===== config.mk =====
export PLATFORM = sky130hd
export DESIGN_NAME = lbi_row_sequencer_flat
export DESIGN_NICKNAME = d
export VERILOG_FILES = /design/src/rtl/lbi_row_sequencer_if.sv /design/src/rtl/lbi_row_sequencer.sv /design/src/flat_wrapper.sv
export SDC_FILE = /design/constraint.sdc
export NUM_CORES = 1
export LEC_CHECK = 0
export ABC_AREA = 1
export CAP_MARGIN = 20
export CORE_ASPECT_RATIO = 2
export CORE_MARGIN = 2
export CORE_UTILIZATION = 44
export DETAILED_ROUTE_END_ITERATION = 10
export PLACE_DENSITY = 0.87
export SETUP_SLACK_MARGIN = 0.02
export SYNTH_ARGS = -nofsm -noshare
export SYNTH_HDL_FRONTEND = slang
export SYNTH_SLANG_ARGS = --single-unit

===== constraint.sdc =====
create_clock -name clk -period 4.6 [get_ports clk]
set_input_delay 0.69 -clock clk [delete_from_list [all_inputs] [get_ports clk]]
set_output_delay 0.69 -clock clk [all_outputs]
set_load 0.02 [all_outputs]

===== src/rtl/lbi_row_sequencer_if.sv =====
// Handshake bundle between the row sequencer, the PRNG and the row-accumulator unit.
// master: the sequencer (drives busy/rnd_en/row_start/row_random/hash_out/hash_vld/err).
// slave : the environment (drives go/rnd_word/row_result/row_vld).
interface lbi_row_sequencer_if #(
  parameter int unsigned RANDOMSIZE = 96,
  parameter int unsigned NROWS      = 16
);
  logic                  go;
  logic                  busy;
  logic                  rnd_en;
  logic [RANDOMSIZE-1:0] rnd_word;
  logic                  row_start;
  logic [RANDOMSIZE-1:0] row_random;
  logic [5:0]            row_result;
  logic                  row_vld;
  logic [6*NROWS-1:0]    hash_out;
  logic                  hash_vld;
  logic                  err;

  modport master (
    input  go, rnd_word, row_result, row_vld,
    output busy, rnd_en, row_start, row_random, hash_out, hash_vld, err
  );

  modport slave (
    output go, rnd_word, row_result, row_vld,
    input  busy, rnd_en, row_start, row_random, hash_out, hash_vld, err
  );
endinterface


===== src/rtl/lbi_row_sequencer.sv =====
// Row sequencer for the LBMIV row-accumulator unit.
// On go it launches NROWS row computations back to back, feeding ROUNDS PRNG words per row,
// collects each 6-bit row result into hash_out[6k+:6] and pulses hash_vld when complete.
// A row unit that fails to answer within WAIT_MAX cycles sets the sticky err flag.
// Ports:
//   clk    - clock, all state on rising edge
//   reset  - asynchronous active-high reset
//   bus    - lbi_row_sequencer_if.master (go/busy, PRNG handshake, row unit handshake, hash)
module lbi_row_sequencer #(
  parameter int unsigned RANDOMSIZE = 96,
  parameter int unsigned ROUNDS     = 53,
  parameter int unsigned NROWS      = 16,
  parameter int unsigned WAIT_MAX   = 3
) (
  input  logic                  clk,
  input  logic                  reset,
  lbi_row_sequencer_if.master   bus
);

  localparam int unsigned RcW = (ROUNDS > 1)   ? $clog2(ROUNDS)   : 1;
  localparam int unsigned RiW = (NROWS > 1)    ? $clog2(NROWS)    : 1;
  localparam int unsigned WcW = (WAIT_MAX > 1) ? $clog2(WAIT_MAX) : 1;

  localparam logic [RcW-1:0] RndLast  = RcW'(ROUNDS - 1);
  localparam logic [RiW-1:0] RowLast  = RiW'(NROWS - 1);
  localparam logic [WcW-1:0] WaitLast = WcW'(WAIT_MAX - 1);

  typedef enum logic [2:0] {StIdle, StLaunch, StFeed, StWait, StDone} state_e;

  state_e               state_q, state_d;
  logic [RcW-1:0]       rnd_cnt_q, rnd_cnt_d;
  logic [RiW-1:0]       row_idx_q, row_idx_d;
  logic [WcW-1:0]       wait_cnt_q, wait_cnt_d;
  logic [6*NROWS-1:0]   hash_q, hash_d;
  logic                 err_q, err_d;

  always_ff @(posedge clk or posedge reset) begin
    if (reset) begin
      state_q    <= StIdle;
      rnd_cnt_q  <= '0;
      row_idx_q  <= '0;
      wait_cnt_q <= '0;
      hash_q     <= '0;
      err_q      <= 1'b0;
    end else begin
      state_q    <= state_d;
      rnd_cnt_q  <= rnd_cnt_d;
      row_idx_q  <= row_idx_d;
      wait_cnt_q <= wait_cnt_d;
      hash_q     <= hash_d;
      err_q      <= err_d;
    end
  end

  always_comb begin
    state_d    = state_q;
    rnd_cnt_d  = rnd_cnt_q;
    row_idx_d  = row_idx_q;
    wait_cnt_d = wait_cnt_q;
    hash_d     = hash_q;
    err_d      = err_q;
    unique case (state_q)
      // DONE also accepts go so a continuously held go relaunches with no idle gap.
      StIdle, StDone: begin
        if (bus.go) begin
          state_d   = StLaunch;
          row_idx_d = '0;
          hash_d    = '0;
          err_d     = 1'b0;
        end else begin
          state_d   = StIdle;
        end
      end
      StLaunch: begin
        state_d   = StFeed;
        rnd_cnt_d = '0;
      end
      StFeed: begin
        rnd_cnt_d = rnd_cnt_q + RcW'(1);
        if (rnd_cnt_q == RndLast) begin
          state_d    = StWait;
          wait_cnt_d = '0;
        end
      end
      StWait: begin
        if (bus.row_vld) begin
          hash_d[6*row_idx_q +: 6] = bus.row_result;
          if (row_idx_q == RowLast) begin
            state_d = StDone;
          end else begin
            row_idx_d = row_idx_q + RiW'(1);
            state_d   = StLaunch;
          end
        end else if (wait_cnt_q == WaitLast) begin
          // Row unit never answered: abandon the hash, keep the partial result.
          err_d   = 1'b1;
          state_d = StIdle;
        end else begin
          wait_cnt_d = wait_cnt_q + WcW'(1);
        end
      end
      default: state_d = StIdle;
    endcase
  end

  // Outputs decode straight from the state register so reset clears them immediately.
  assign bus.busy       = (state_q != StIdle);
  assign bus.row_start  = (state_q == StLaunch);
  assign bus.rnd_en     = (state_q == StFeed);
  assign bus.row_random = (state_q == StFeed) ? bus.rnd_word : '0;
  assign bus.hash_vld   = (state_q == StDone);
  assign bus.hash_out   = hash_q;
  assign bus.err        = err_q;

endmodule


===== src/flat_wrapper.sv =====
// flat-port wrapper written by rule: the top's interface ports become plain ports
module lbi_row_sequencer_flat 
#(
  parameter int unsigned RANDOMSIZE = 96,
  parameter int unsigned ROUNDS     = 53,
  parameter int unsigned NROWS      = 16,
  parameter int unsigned WAIT_MAX   = 3
)
  (clk, reset, bus_go, bus_rnd_word, bus_row_result, bus_row_vld, bus_busy, bus_rnd_en, bus_row_start, bus_row_random, bus_hash_out, bus_hash_vld, bus_err);
  lbi_row_sequencer_if #(.RANDOMSIZE(RANDOMSIZE), .NROWS(NROWS)) bus_i ();
  input  logic clk;
  input  logic reset;
  input wire logic [$bits(bus_i.go)-1:0] bus_go;
  input wire logic [$bits(bus_i.rnd_word)-1:0] bus_rnd_word;
  input wire logic [$bits(bus_i.row_result)-1:0] bus_row_result;
  input wire logic [$bits(bus_i.row_vld)-1:0] bus_row_vld;
  output wire logic [$bits(bus_i.busy)-1:0] bus_busy;
  output wire logic [$bits(bus_i.rnd_en)-1:0] bus_rnd_en;
  output wire logic [$bits(bus_i.row_start)-1:0] bus_row_start;
  output wire logic [$bits(bus_i.row_random)-1:0] bus_row_random;
  output wire logic [$bits(bus_i.hash_out)-1:0] bus_hash_out;
  output wire logic [$bits(bus_i.hash_vld)-1:0] bus_hash_vld;
  output wire logic [$bits(bus_i.err)-1:0] bus_err;
  assign bus_i.go = bus_go;
  assign bus_i.rnd_word = bus_rnd_word;
  assign bus_i.row_result = bus_row_result;
  assign bus_i.row_vld = bus_row_vld;
  assign bus_busy = bus_i.busy;
  assign bus_rnd_en = bus_i.rnd_en;
  assign bus_row_start = bus_i.row_start;
  assign bus_row_random = bus_i.row_random;
  assign bus_hash_out = bus_i.hash_out;
  assign bus_hash_vld = bus_i.hash_vld;
  assign bus_err = bus_i.err;
  lbi_row_sequencer #(.RANDOMSIZE(RANDOMSIZE), .ROUNDS(ROUNDS), .NROWS(NROWS), .WAIT_MAX(WAIT_MAX)) u_core (.clk(clk), .reset(reset), .bus(bus_i));
endmodule

==> Word-level counts from Yosys, hierarchy flattened <==
Index checks and enable logic that the tools add are counted.
{ "word_totals": {"register_bits": 112, "inputBits": 106, "out_inout_bits": 197, "wordCells": 63} }
{ "classes": {"addsub": 4, "n_mul": 1, "n_eq_ne": 15, "shifts": 2, "n_mux": 24, "reduce_logical": 11} }
{ "op_table": {"columns": ["operator", "count"], "rows": [
  ["96-bit two-way mux", 3],
  ["96-bit one-hot mux with 2 select lines", 1],
  ["96-bit bitwise mux", 1],
  ["6-bit by 34-bit variable shift with 96-bit output (first input constant)", 1],
  ["6-bit by 34-bit indexed part select with 96-bit output", 1],
  ["7-bit negator with 34-bit output", 1],
  ["3-bit two-way mux", 4],
  ["4-bit two-way mux", 3],
  ["3-bit one-hot mux with 4 select lines", 1],
  ["6-bit one-hot mux with 2 select lines", 1],
  ["4-bit AND reduction", 3],
  ["2-bit != test (second input constant)", 5],
  ["4-bit one-hot mux with 2 select lines", 1],
  ["6-bit by 1-bit adder with 6-bit output (second input constant)", 1],
  ["3-bit by 2-bit == test with 1-bit output (second input constant)", 2],
  ["6-bit == test (second input constant)", 1],
  ["2-bit by 4-bit multiplier with 6-bit output (first input constant)", 1],
  ["2-bit two-way mux", 3],
  ["2-bit nonzero test", 3],
  ["4-bit by 1-bit adder with 4-bit output (second input constant)", 1],
  ["4-bit == test (second input constant)", 1],
  ["1-bit two-way mux", 4],
  ["2-bit by 1-bit != test with 1-bit output (second input constant)", 2],
  ["2-bit one-hot mux with 2 select lines", 1],
  ["other kinds (11)", 11]
]} }

==> Logic depth before layout (Yosys ltp) <==
Gate-level depths: netlist of the first run.
{ "logic_depth": {"word_depth": 6, "mapped_depth": 21} }

==> Worst setup path before layout of the first run <==
OpenSTA, ideal clock, no wires.
{ "synth_path": {"kind": "register to register", "startpoint": "reg u_core.row_idx_q[2]", "endpoint": "reg u_core.hash_q[54] (netlist: u_core.bus.hash_out[54])", "t_arrival_ps": 2846, "path_slack_ps": 1659, "path_stages_with_launch": 19, "period_less_slack_ps": 2941, "path_cell_list": "dfrtp_1 -> inv_1 -> fa_1 -> inv_1 -> nand2_1 -> nand2_1 -> nor2_4 -> inv_2 -> nor2_1 -> ha_1 -> clkbuf_1 -> nand2_2 -> nor2_4 -> nand2_2 -> inv_2 -> nand2_1 -> nand2_1 -> inv_2 -> o31ai_1"} }
{ "synth_via": {"elab_chain_cells": 6, "elab_cells_between_ends": 7, "classes_between": "1 x add/sub; 1 x mul; 2 x shift; 3 x mux"} }
{ "synth_lines": {"columns": ["item", "line", "source"], "rows": [
  ["start: declaration", "lbi_row_sequencer.sv:32", "logic [RiW-1:0] row_idx_q, row_idx_d;"],
  ["start signal: assignment", "lbi_row_sequencer.sv:48", "row_idx_q <= row_idx_d;"],
  ["2-bit by 4-bit multiplier with 6-bit output *", "lbi_row_sequencer.sv:87", "hash_d[6*row_idx_q +: 6] = bus.row_result;"],
  ["7-bit negator with 34-bit output *", "lbi_row_sequencer.sv:87", null],
  ["6-bit by 34-bit indexed part select with 96-bit output or 6-bit by 34-bit variable shift with 96-bit output (tied branches)", "lbi_row_sequencer.sv:87", null],
  ["96-bit bitwise mux *", "lbi_row_sequencer.sv:87", null],
  ["96-bit two-way mux *", "lbi_row_sequencer.sv:86", "if (bus.row_vld) begin"],
  ["96-bit one-hot mux with 2 select lines *", "lbi_row_sequencer.sv:62", "unique case (state_q)"],
  ["end signal: assignment", "lbi_row_sequencer.sv:50", "hash_q <= hash_d;"],
  ["end: declaration", "lbi_row_sequencer.sv:34", "logic [6*NROWS-1:0] hash_q, hash_d;"]
]} }
Every way passes the cells marked *; elsewhere a longest branch is shown, timed or not. The select of a mux whose other input is x is not followed.
A chain may end at the register's enable or synchronous reset.

==> Final worst setup path of the first run <==
{ "layout_path": {"startpoint": "reg u_core.row_idx_q[0]", "endpoint": "reg u_core.hash_q[81] (netlist: u_core.bus.hash_out[81])"} }
Same word-level chain as after synthesis.

==> impl_metrics.py, run 1 <==
metrics = {
    "critical_path": {
        "r2r_cells": 18,
        "reg2reg_from": "u_core.row_idx_q[0]$_DFFE_PP0P_",
        "path_max_fanout": 10,
        "reg2reg_slack_ns": 0.61,
        "rr_endpoint": "u_core.bus.hash_out[81]$_DFFE_PP0P_",
        "required_ns": 4.84,
        "worstSetupPathType": "flip-flop to flip-flop",
        "cp.arrival_ns": 4.23,
        "worstSetupStartpointType": "flip-flop",
        "end_kind": "flip-flop",
    },
    "global_routing": {
        "grt_busiest_layer": "met2",
        "grt_pass1_wl_mm": 48.1,
        "grt_overflow": 0,
        "grt_max_degree": 62,
        "use_met3_pct": 10.2,
        "grt_use_met2_pct": 61.2,
        "groute.usage.overall_pct": 36.2,
        "grt_antenna_before_repair": 4,
        "grt_pass1_vias": 8681,
        "grt_use_met1_pct": 34.9,
    },
    "flow_run": {
        "maxCapViolCount": 0,
    },
    "timing": {
        "period_needed_ns": 3.99,
        "tns_ns": 0,
        "hold_viol": 0,
        "setup_violations": 0,
        "rsz0062_at_grt": "false",
        "max_slew_margin_pct": 41.7,
        "fmax_mhz": 251,
        "period_share_pct": 86.8,
        "final_max_slew_viol_count": 0,
        "tightest_slew_ns": 0.865,
        "fin_worst_skew_ns": 0.0178,
    },
    "final_layout": {
        "fin_area_um2": 10900,
        "drive_above_1_share_pct": 7.85,
        "final_common_cell": "clkdlybuf4s50_1",
        "syn_to_final_growth_pct": 48.1,
        "finalNetCount": 1462,
        "stdcell_count": 1559,
        "final_cell_mix": "clkdlybuf4s50_1, nand2_1, inv_1, nor2_1, dfrtp_1",
    },
    "synthesis": {
        "ys_warn_count": 0,
        "synth-seq-cells": 112,
        "yosysSeqAreaShare_pct": 38.2,
        "synth_nets": 1173,
        "avgSynthCellArea_um2": 6.94,
        "synthFlopType": "dfrtp_1",
        "synth_edf_count": 0,
        "syn_inst": 1057,
        "syn-cell-area_um2": 7340,
        "async_reset_ff_share_pct": 100,
        "synth_cell_types": 47,
    },
    "place": {
        "numPortBuffers": 302,
        "gp_congestion": 1.05,
        "place_area_um2": 10500,
        "dp_cells": 1539,
        "hpwlAfterDp_mm": 25.1,
    },
    "clocking": {
        "clk_pin_slew_ns": 0.09,
        "clock_latency_ns": 0.37,
        "cts_sinks": 112,
        "cts_inserted_buffers": 9,
        "cts_setup_buffers": 0,
        "clock-root-buffer": "clkbuf_16",
        "htree_levels": 3,
        "postCtsResizedCells": 0,
        "hold_buffers": 0,
        "cts_tree": "yes",
        "cts_buffer_depth": 2,
    },
    "pwr": {
        "finalPower_w": 0.00800,
        "power_density_nw_per_um2": 737,
        "ir_worst_vdd_mv": 0.485,
        "p_leak_nw": 5.05,
    },
    "drt": {
        "drt_wl_total_mm": 31.8,
        "drt-pass1-iter-count": 6,
        "dr.first_iter.drc_count": 596,
        "drc": 0,
        "avgViaCountPerCell": 5.45,
        "antenna_left": 0,
        "wl_per_cell_um": 20.4,
        "vias": 8493,
    },
    "die": {
        "die_w_um": 95.3,
        "start_util_pct": 45.1,
        "dieArea_um2": 17800,
        "coreArea_um2": 16300,
        "placementRows": 66,
        "fp.dieH_um": 187,
        "io_pins": 303,
    },
    "worst_hold_path": {
        "holdPathEnd": "u_core.bus.hash_out[15]$_DFFE_PP0P_",
        "whs_path_depth": 2,
        "min_path_type": "flip-flop to flip-flop",
        "min-delay-start": "u_core.bus.hash_out[15]$_DFFE_PP0P_",
    },
    "run_status": {
        "status": "completed",
    },
}
[cells by family (layout without fill, tap and decap cells)]
family                   count (synthesis)  in the layout  synth area share [%]
XOR/XNOR                                 2              2                 0.239
buffers and inverters                  239            533                  12.9
flip-flops                             112            112                  38.2
adder cells (fa/ha/maj)                 10             10                  1.81
AO/OA/AOI/OAI                          166            166                  13.3
AND/OR/NAND/NOR                        528            528                  33.5
other                                    0              4                     0
[routing by layer]
layer	share of wire, %	up-vias
met5	0	-
met1	31	3897
li1	-	3943
met2	51	512
met4	8.6	0
met3	9.1	141
[final cells by class]
| class | instances | area (um2) |
|---|---|---|
| fillers | 1345 | 5400 |
| multi-input cells | 706 | 3590 |
| repair buffers | 314 | 3110 |
| flip-flops and latches | 112 | 2800 |
| inverters | 203 | 767 |
| well taps | 204 | 255 |
| clock buffers | 9 | 225 |
| clock inverters | 7 | 103 |
| diodes | 4 | 10.0 |
[synthesized netlist by cell type (2+ instances only)]
master / instances / area (um2)
a21oi_1: 13 / 65.1
a21oi_2: 3 / 26.3
a22oi_1: 2 / 15.0
buf_1: 4 / 15.0
buf_2: 10 / 50.1
buf_4: 3 / 22.5
buf_6: 3 / 33.8
clkbuf_1: 16 / 60.1
dfrtp_1: 112 / 2800
ha_1: 9 / 113
inv_1: 182 / 683
inv_2: 20 / 75.1
nand2_1: 211 / 792
nand2_2: 8 / 50.1
nand2_4: 2 / 22.5
nand3_1: 80 / 400
nand3_2: 4 / 40.0
nand4_1: 28 / 175
nand4_2: 2 / 25.0
nor2_1: 151 / 567
nor2_2: 5 / 31.3
nor2_4: 10 / 113
nor2_8: 2 / 40.0
nor3_1: 14 / 70.1
nor3_2: 4 / 40.0
o2111ai_1: 2 / 17.5
o211ai_1: 12 / 90.1
o21ai_0: 70 / 350
o21ai_1: 37 / 185
o21ai_2: 7 / 61.3
o22ai_1: 4 / 25.0
o22ai_2: 2 / 25.0
o31ai_1: 11 / 82.6
[through the flow]
| step | setup slack [ns] | utilization [%] | hold WS [ns] |
|---|---|---|---|
| final | 0.609 | 66.8 | 0.489 |
| after global routing | 0.448 | 66.8 | 0.519 |
| after CTS | 0.877 | 66.7 | 0.494 |
| after detailed placement | 0.989 | 64.7 | 0.472 |
| after global placement | 1.06 | 64.7 | 0.464 |
| after floorplan | 0.951 | - | 0.472 |
[critical path, stage by stage (launching register included)]
cell and delay (ns):
dfrtp_1 0.61, ha_1 0.29, inv_1 0.09, fa_1 0.38, inv_1 0.10, nand2_1 0.05, nand2_1 0.19, nor2_4 0.07
inv_2 0.08, nor2_1 0.05, ha_1 0.22, inv_1 0.15, nand3_4 0.14, a21oi_4 0.24, nand2_1 0.17, o21ai_0 0.72
inv_1 0.13, nand2_1 0.09, o21ai_0 0.09
[power breakdown]
part | switching, W | internal [W] | total [W]
logic | 0.00409 | 0.00169 | 0.00578
clock network | 0.000421 | 0.000447 | 0.000868
registers | 0.000175 | 0.00118 | 0.00135
[sequential cells by signal, summed over array words and instances, names as in the netlist]
name	cells
u_core.bus.hash_out	96
u_core.rnd_cnt_q	6
u_core.row_idx_q	4
u_core.state_q	3
u_core.wait_cnt_q	2
u_core.bus.err	1
[worst max path at each step]
stage,from,to,slack (ns),depth (start not counted)
6_report,u_core.row_idx_q[0]$_DFFE_PP0P_,u_core.bus.hash_out[81]$_DFFE_PP0P_,0.61,18
3_3_place_gp,u_core.row_idx_q[0]$_DFFE_PP0P_,u_core.bus.hash_out[67]$_DFFE_PP0P_,1.06,15
2_1_floorplan,reset,u_core.bus.err$_DFFE_PP0P_,0.95,1
4_1_cts,u_core.row_idx_q[0]$_DFFE_PP0P_,u_core.bus.hash_out[30]$_DFFE_PP0P_,0.88,15
5_1_grt,u_core.row_idx_q[0]$_DFFE_PP0P_,u_core.bus.hash_out[81]$_DFFE_PP0P_,0.45,18
3_5_place_dp,u_core.row_idx_q[0]$_DFFE_PP0P_,u_core.bus.hash_out[30]$_DFFE_PP0P_,0.99,15
Note: power is estimated with default switching activity, not from simulation.
==> run 2: changes to the inputs <==
- ABC_AREA: 1 -> unset
- SLEW_MARGIN: unset -> 20
==> run 2 against run 1 <==
  * Critical path depth fell by 7
  * Area after synthesis fell by 0.56%
  * Clock power fell by 8.3%
  * Flip-flop and latch count did not move
  * Final area rose by 0.36%
  * Sequential share of layout area fell by 0.092 points
  * Maximum frequency fell by 0.44%
  * Count of clock-buffer cells in the layout did not move
  * Register-to-register slack got worse by 0.02 ns
  * Non-clock buffer count rose by 22
  * Cell count fell by 14%
  * Largest cell class unchanged
  * Largest power group unchanged
==> impl_metrics.py, run 2 <==
metrics = {
    "run_status": {
        "status": "completed",
    },
    "final_layout": {
        "drive_above_1_share_pct": 7.64,
        "antenna_cells": 0,
        "finalNetCount": 1249,
        "final_cell_mix": "clkdlybuf4s50_1, dfrtp_1, and2_1, nand2_1, nor2_1",
        "final_common_cell": "clkdlybuf4s50_1",
        "syn_to_final_growth_pct": 49.5,
        "largest_reg_flops": 96,
        "fin_area_um2": 10900,
    },
    "synthesis": {
        "yosys.area.top_type": "dfrtp_1",
        "synth_edf_count": 0,
        "syn_inst": 838,
        "ys_top_cells_by_count": "dfrtp_1, nand2_1, and2_1, nor2_1, mux2i_1",
        "avgSynthCellArea_um2": 8.70,
        "synthFlopType": "dfrtp_1",
        "syn-cell-area_um2": 7290,
        "muxShareOfSynthArea_pct": 7.36,
        "synth-simple-area-share_pct": 26.7,
        "yosysSeqAreaShare_pct": 38.4,
        "synth_compound_area_share_pct": 20.1,
        "async_reset_ff_share_pct": 100,
        "synth-seq-cells": 112,
        "synth_adder_area_share_pct": 1.82,
        "ys_warn_count": 0,
        "synth_top_area_share_pct": 38.4,
        "synth_nets": 954,
        "synth_top_family_by_area": "simple AND/OR/NAND/NOR gates",
        "synth_cell_types": 81,
        "synth_area_leaders": "dfrtp_1, and2_1, mux2i_1",
        "synth.most_common_cell": "dfrtp_1",
        "synth_xor_area_share_pct": 1.18,
    },
    "flow_run": {
        "maxCapViolCount": 0,
    },
    "clocking": {
        "clock_latency_ns": 0.37,
        "clk_pin_slew_ns": 0.08,
        "hold_buffers": 0,
        "cts_setup_buffers": 0,
        "htree_levels": 3,
        "cts_tree": "yes",
        "clock-root-buffer": "clkbuf_16",
        "cts_inserted_buffers": 9,
        "cts_sinks": 112,
        "cts_buffer_depth": 2,
        "postCtsResizedCells": 0,
    },
    "timing": {
        "tightest_slew_ns": 1.16,
        "tns_ns": 0,
        "final_max_slew_viol_count": 0,
        "max_slew_margin_pct": 22.1,
        "timing.final.ws_setup_ns": 0.592,
        "setup_violations": 0,
        "fmax_mhz": 249,
        "period_needed_ns": 4.01,
        "rsz0062_at_grt": "false",
        "hold_ws_ns": 0.501,
        "fin_worst_skew_ns": 0.0100,
        "hold_viol": 0,
        "period_share_pct": 87.1,
    },
    "worst_hold_path": {
        "min_path_type": "flip-flop to flip-flop",
    },
    "drt": {
        "avgViaCountPerCell": 6.12,
        "antenna_left": 0,
        "drt_wl_total_mm": 33.3,
        "dr.first_iter.drc_count": 753,
        "wl_per_cell_um": 24.8,
        "vias": 8207,
        "drt-pass1-iter-count": 6,
        "drc": 0,
    },
    "die": {
        "start_util_pct": 44.8,
        "die_w_um": 95.0,
        "coreArea_um2": 16300,
        "fp.dieH_um": 186,
        "io_pins": 303,
        "dieArea_um2": 17700,
        "placementRows": 66,
    },
    "critical_path": {
        "end_kind": "flip-flop",
        "cp_slowest_cell": "nor3_1",
        "worstSetupStartpointType": "flip-flop",
        "required_ns": 4.91,
        "crit_buf_inv": 2,
        "worstSetupPathType": "flip-flop to flip-flop",
        "crit_chain": "ha_1 > inv_1 > fa_1 > nor3b_2 > nand2_1 > nor2_1 > ha_1 > clkinv_1 > nor3_1 > and3_1 > a31o_2",
        "critical-path-top-delay-family": "simple AND/OR/NAND/NOR gates",
        "crit_top_cell": "ha_1",
        "slowest_delay_ns": 1.03,
        "path_max_fanout": 10,
        "cp.arrival_ns": 4.32,
    },
    "global_routing": {
        "grt_pass1_wl_mm": 48.0,
        "grt_pass1_vias": 8096,
        "grt_overflow": 0,
        "groute.usage.overall_pct": 37.9,
        "grt_antenna_before_repair": 0,
        "grt_max_degree": 82,
    },
    "place": {
        "gp_congestion": 1.12,
        "hpwlAfterDp_mm": 27.1,
        "numPortBuffers": 302,
        "place_area_um2": 10600,
        "dp_slack_ns": 0.778,
    },
    "pwr": {
        "ir_worst_vdd_mv": 0.439,
        "p_leak_nw": 4.44,
        "power_density_nw_per_um2": 623,
    },
}
## run 2: changes by cell type after synthesis, sizes merged, moves of 16 or more
cell    before  now
o21ai      114   41
nand4       31   12
and2         0  110
nand3       85   21
nand2      221  112
nor2       168   49
clkbuf      16   32
inv        203   24
mux2i        0   48
a21oi       17   36
## run 2: logic make-up after synthesis
group	count (synthesis)
AO/OA/AOI/OAI	203
XOR/XNOR	9
adder cells (fa/ha/maj)	10
buffers and inverters	78
flip-flops	112
multiplexers	53
AND/OR/NAND/NOR	373
## run 2: metrics by stage
| stage | utilization [%] | power (W) | std cells |
|---|---|---|---|
| floorplan | - | 0.00386 | 838 |
| global placement | 65.2 | 0.00583 | 1326 |
| detailed placement | 65.2 | 0.00584 | 1326 |
| CTS | 67.0 | 0.00664 | 1342 |
| global route | 67.0 | 0.00703 | 1342 |
| finish | 67.0 | 0.00679 | 1342 |
## run 2: path summary, 6_finish.rpt
path	endpoint	cells after the start	slack, ns	startpoint
max	u_core.bus.hash_out[30]$_DFFE_PP0P_	11	0.59	u_core.row_idx_q[1]$_DFFE_PP0P_
min	u_core.bus.hash_out[9]$_DFFE_PP0P_	2	0.50	u_core.bus.hash_out[9]$_DFFE_PP0P_
max reg2reg	u_core.bus.hash_out[30]$_DFFE_PP0P_	11	0.59	u_core.row_idx_q[1]$_DFFE_PP0P_
min reg2reg	u_core.bus.hash_out[9]$_DFFE_PP0P_	2	0.50	u_core.bus.hash_out[9]$_DFFE_PP0P_
max in group asynchronous	u_core.bus.hash_out[20]$_DFFE_PP0P_	3	2.91	reset
min in group asynchronous	u_core.bus.hash_out[78]$_DFFE_PP0P_	2	0.79	reset
## run 2: worst register-to-register path, stage by stage (launching register included)
cell and delay [ns]:
dfrtp_1 0.38, ha_1 0.29, inv_1 0.09, fa_1 0.66, nor3b_2 0.35, nand2_1 0.18
nor2_1 0.14, ha_1 0.16, clkinv_1 0.29, nor3_1 1.03, and3_1 0.28, a31o_2 0.11
## run 2: final cells by class
| cell class | instances | area, um2 |
|---|---|---|
| Fill cell | 1299 | 5360 |
| Sequential cell | 112 | 2800 |
| Inverter | 26 | 100 |
| Clock buffer | 9 | 225 |
| Multi-Input combinational cell | 648 | 4170 |
| Clock inverter | 7 | 72.6 |
| Timing Repair Buffer | 336 | 3280 |
| Tap cell | 204 | 255 |
## run 2: routing by layer
| layer | vias up | part of all wire (%) | track usage (%) | routed length, um |
|---|---|---|---|---|
| met2 | 632 | 50 | 65.5 | 16600 |
| met5 | - | 0 | 0 | 0 |
| met4 | 0 | 8.4 | 26.4 | 2790 |
| li1 | 3585 | - | - | - |
| met3 | 155 | 9.2 | 6.84 | 3060 |
| met1 | 3835 | 33 | 40.8 | 10900 |
## run 2: power breakdown
part           internal (W)  leakage [nW]  switching [W]
sequential          0.00109          1.55       0.000110
combinational       0.00167          2.74        0.00312
clock              0.000384         0.143       0.000412
==> run 3: changes to the inputs <==
- CELL_PAD_IN_SITES_DETAIL_PLACEMENT: unset -> 1
- CELL_PAD_IN_SITES_GLOBAL_PLACEMENT: unset -> 1
- CORE_UTILIZATION: 44 -> 32
- CTS_BUF_LIST: unset -> sky130_fd_sc_hd__clkbuf_8
- PLACE_DENSITY: 0.87 -> 0.88
==> run 3 against run 2 <==
  * Combinational power hardly changed
  * Sequential power is essentially flat
  * Die area up 36%
  * Critical path type unchanged
  * Sequential share of layout area increased by 0.053 points
  * Power is 3.2% lower
  * Global-route usage fell by 9.5 points
==> impl_metrics.py, run 3 (synthesis results as in run 2) <==
metrics = {
    "critical_path": {
        "end_kind": "flip-flop",
        "required_ns": 4.90,
        "worstSetupPathType": "flip-flop to flip-flop",
        "rr_endpoint": "u_core.bus.hash_out[50]$_DFFE_PP0P_",
        "worstSetupStartpointType": "flip-flop",
        "cp.arrival_ns": 4.31,
        "crit_path_start": "u_core.row_idx_q[0]$_DFFE_PP0P_",
        "path_max_fanout": 12,
        "crit_path_end": "u_core.bus.hash_out[50]$_DFFE_PP0P_",
        "reg2reg_from": "u_core.row_idx_q[0]$_DFFE_PP0P_",
        "reg2reg_slack_ns": 0.58,
        "r2r_cells": 13,
    },
    "die": {
        "dieArea_um2": 24100,
        "die_w_um": 111,
        "coreArea_um2": 22500,
        "start_util_pct": 32.4,
        "fp.dieH_um": 218,
        "io_pins": 303,
        "placementRows": 78,
    },
    "global_routing": {
        "grt_overflow": 0,
        "grt_antenna_before_repair": 0,
        "groute.usage.overall_pct": 28.4,
        "grt_pass1_wl_mm": 52.2,
        "grt_pass1_vias": 8678,
        "grt_max_degree": 73,
    },
    "clocking": {
        "htree_levels": 3,
        "cts_sinks": 112,
        "cts_setup_buffers": 0,
        "clock_latency_ns": 0.41,
        "cts_buffer_depth": 2,
        "cts_tree": "yes",
        "clk_pin_slew_ns": 0.12,
        "hold_buffers": 0,
        "cts_inserted_buffers": 9,
        "postCtsResizedCells": 0,
        "clock-root-buffer": "clkbuf_8",
    },
    "worst_hold_path": {
        "min_path_type": "flip-flop to flip-flop",
    },
    "drt": {
        "wl_met2_mm": 18.8,
        "wl_met1_mm": 11.5,
        "avgViaCountPerCell": 5.71,
        "met3_wirelength_mm": 2.23,
        "dr.first_iter.drc_count": 495,
        "drt-pass1-iter-count": 8,
        "highest_layer": "met4",
        "drc": 0,
        "wl_per_cell_um": 24.6,
        "drt_wl_total_mm": 34.8,
        "vias": 8095,
        "antenna_left": 0,
    },
    "pwr": {
        "finalPower_w": 0.00657,
        "p_leak_nw": 4.38,
        "power_density_nw_per_um2": 604,
        "ir_worst_vdd_mv": 0.268,
    },
    "final_layout": {
        "largest_reg_flops": 96,
        "final_cell_mix": "clkdlybuf4s50_1, dfrtp_1, and2_1, nand2_1, nor2_1",
        "final_common_cell": "clkdlybuf4s50_1",
        "syn_to_final_growth_pct": 49.2,
        "fin_area_um2": 10900,
        "finalNetCount": 1247,
        "multi_input_area_um2": 4170,
        "drive_above_1_share_pct": 7.48,
        "nFillCells": 2635,
        "seqCellArea_um2": 2800,
    },
    "timing": {
        "tightest_slew_ns": 0.874,
        "rsz0062_at_grt": "false",
        "setup_violations": 0,
        "hold_viol": 0,
        "fmax_mhz": 249,
        "final_max_slew_viol_count": 0,
        "period_needed_ns": 4.02,
        "max_slew_margin_pct": 41.2,
        "tns_ns": 0,
        "fin_worst_skew_ns": 0.0145,
        "period_share_pct": 87.3,
    },
    "place": {
        "gp_congestion": 1.05,
        "hpwlAfterDp_mm": 28.7,
        "place_area_um2": 10700,
        "numPortBuffers": 302,
    },
    "run_status": {
        "status": "completed",
    },
    "flow_run": {
        "maxCapViolCount": 0,
    },
}
run 3: cell types whose count changed in the layout (fill, tap and decap cells not counted):
cell	delta
inv_8	-2
clkbuf_8	+10
clkbuf_16	-9
buf_4	-2
diode_2	+1
clkinv_2	+1
run 3: power by group:
| group | switching, W | internal (W) |
|---|---|---|
| Combinational | 0.00307 | 0.00168 |
| Clock | 0.000384 | 0.000220 |
| Sequential | 0.000119 | 0.00109 |
run 3: critical path, stage by stage (launching register included):
cell,delay (ns)
dfrtp_1,0.55
ha_1,0.36
inv_1,0.10
fa_1,0.65
nor3b_2,0.33
nand2_1,0.13
nor2_1,0.11
ha_1,0.15
clkinv_1,0.27
a21oi_1,0.23
buf_4,0.17
o21ai_2,0.14
o21ai_0,0.34
mux2_2,0.38
run 3: per-stage QoR:
stage	cells	hold WS, ns	util [%]	setup slack, ns
floorplan	838	0.444	-	0.951
global placement	1400	0.461	47.4	0.794
detailed placement	1400	0.473	47.4	0.636
CTS	1416	0.512	48.3	0.622
global route	1416	0.541	48.3	0.323
finish	1417	0.511	48.3	0.582
run 3: worst min-delay path by stage:
stage | start | to | slack [ns] | cells after the start
floorplan | u_core.rnd_cnt_q[5]$_DFFE_PP0P_ | u_core.rnd_cnt_q[5]$_DFFE_PP0P_ | 0.44 | 1
global placement | u_core.rnd_cnt_q[5]$_DFFE_PP0P_ | u_core.rnd_cnt_q[5]$_DFFE_PP0P_ | 0.46 | 1
detailed placement | u_core.bus.hash_out[29]$_DFFE_PP0P_ | u_core.bus.hash_out[29]$_DFFE_PP0P_ | 0.47 | 1
CTS | u_core.bus.hash_out[29]$_DFFE_PP0P_ | u_core.bus.hash_out[29]$_DFFE_PP0P_ | 0.51 | 1
global route | u_core.bus.hash_out[16]$_DFFE_PP0P_ | u_core.bus.hash_out[16]$_DFFE_PP0P_ | 0.54 | 1
finish | u_core.bus.hash_out[29]$_DFFE_PP0P_ | u_core.bus.hash_out[29]$_DFFE_PP0P_ | 0.51 | 1
run 3: layer usage:
layer	track usage [%]	up-vias
li1	-	3575
met1	28.3	3929
met2	54.7	467
met3	4.09	124
met4	17.2	0
met5	0.208	-
run 3: final cells by class:
class | instances | area share [%]
multi-input cells | 648 | 38.3
repair buffers | 334 | 30.0
flip-flops and latches | 112 | 25.8
well taps | 280 | 3.22
clock buffers | 10 | 1.26
inverters | 26 | 0.920
clock inverters | 6 | 0.506
diodes | 1 | 0.0230
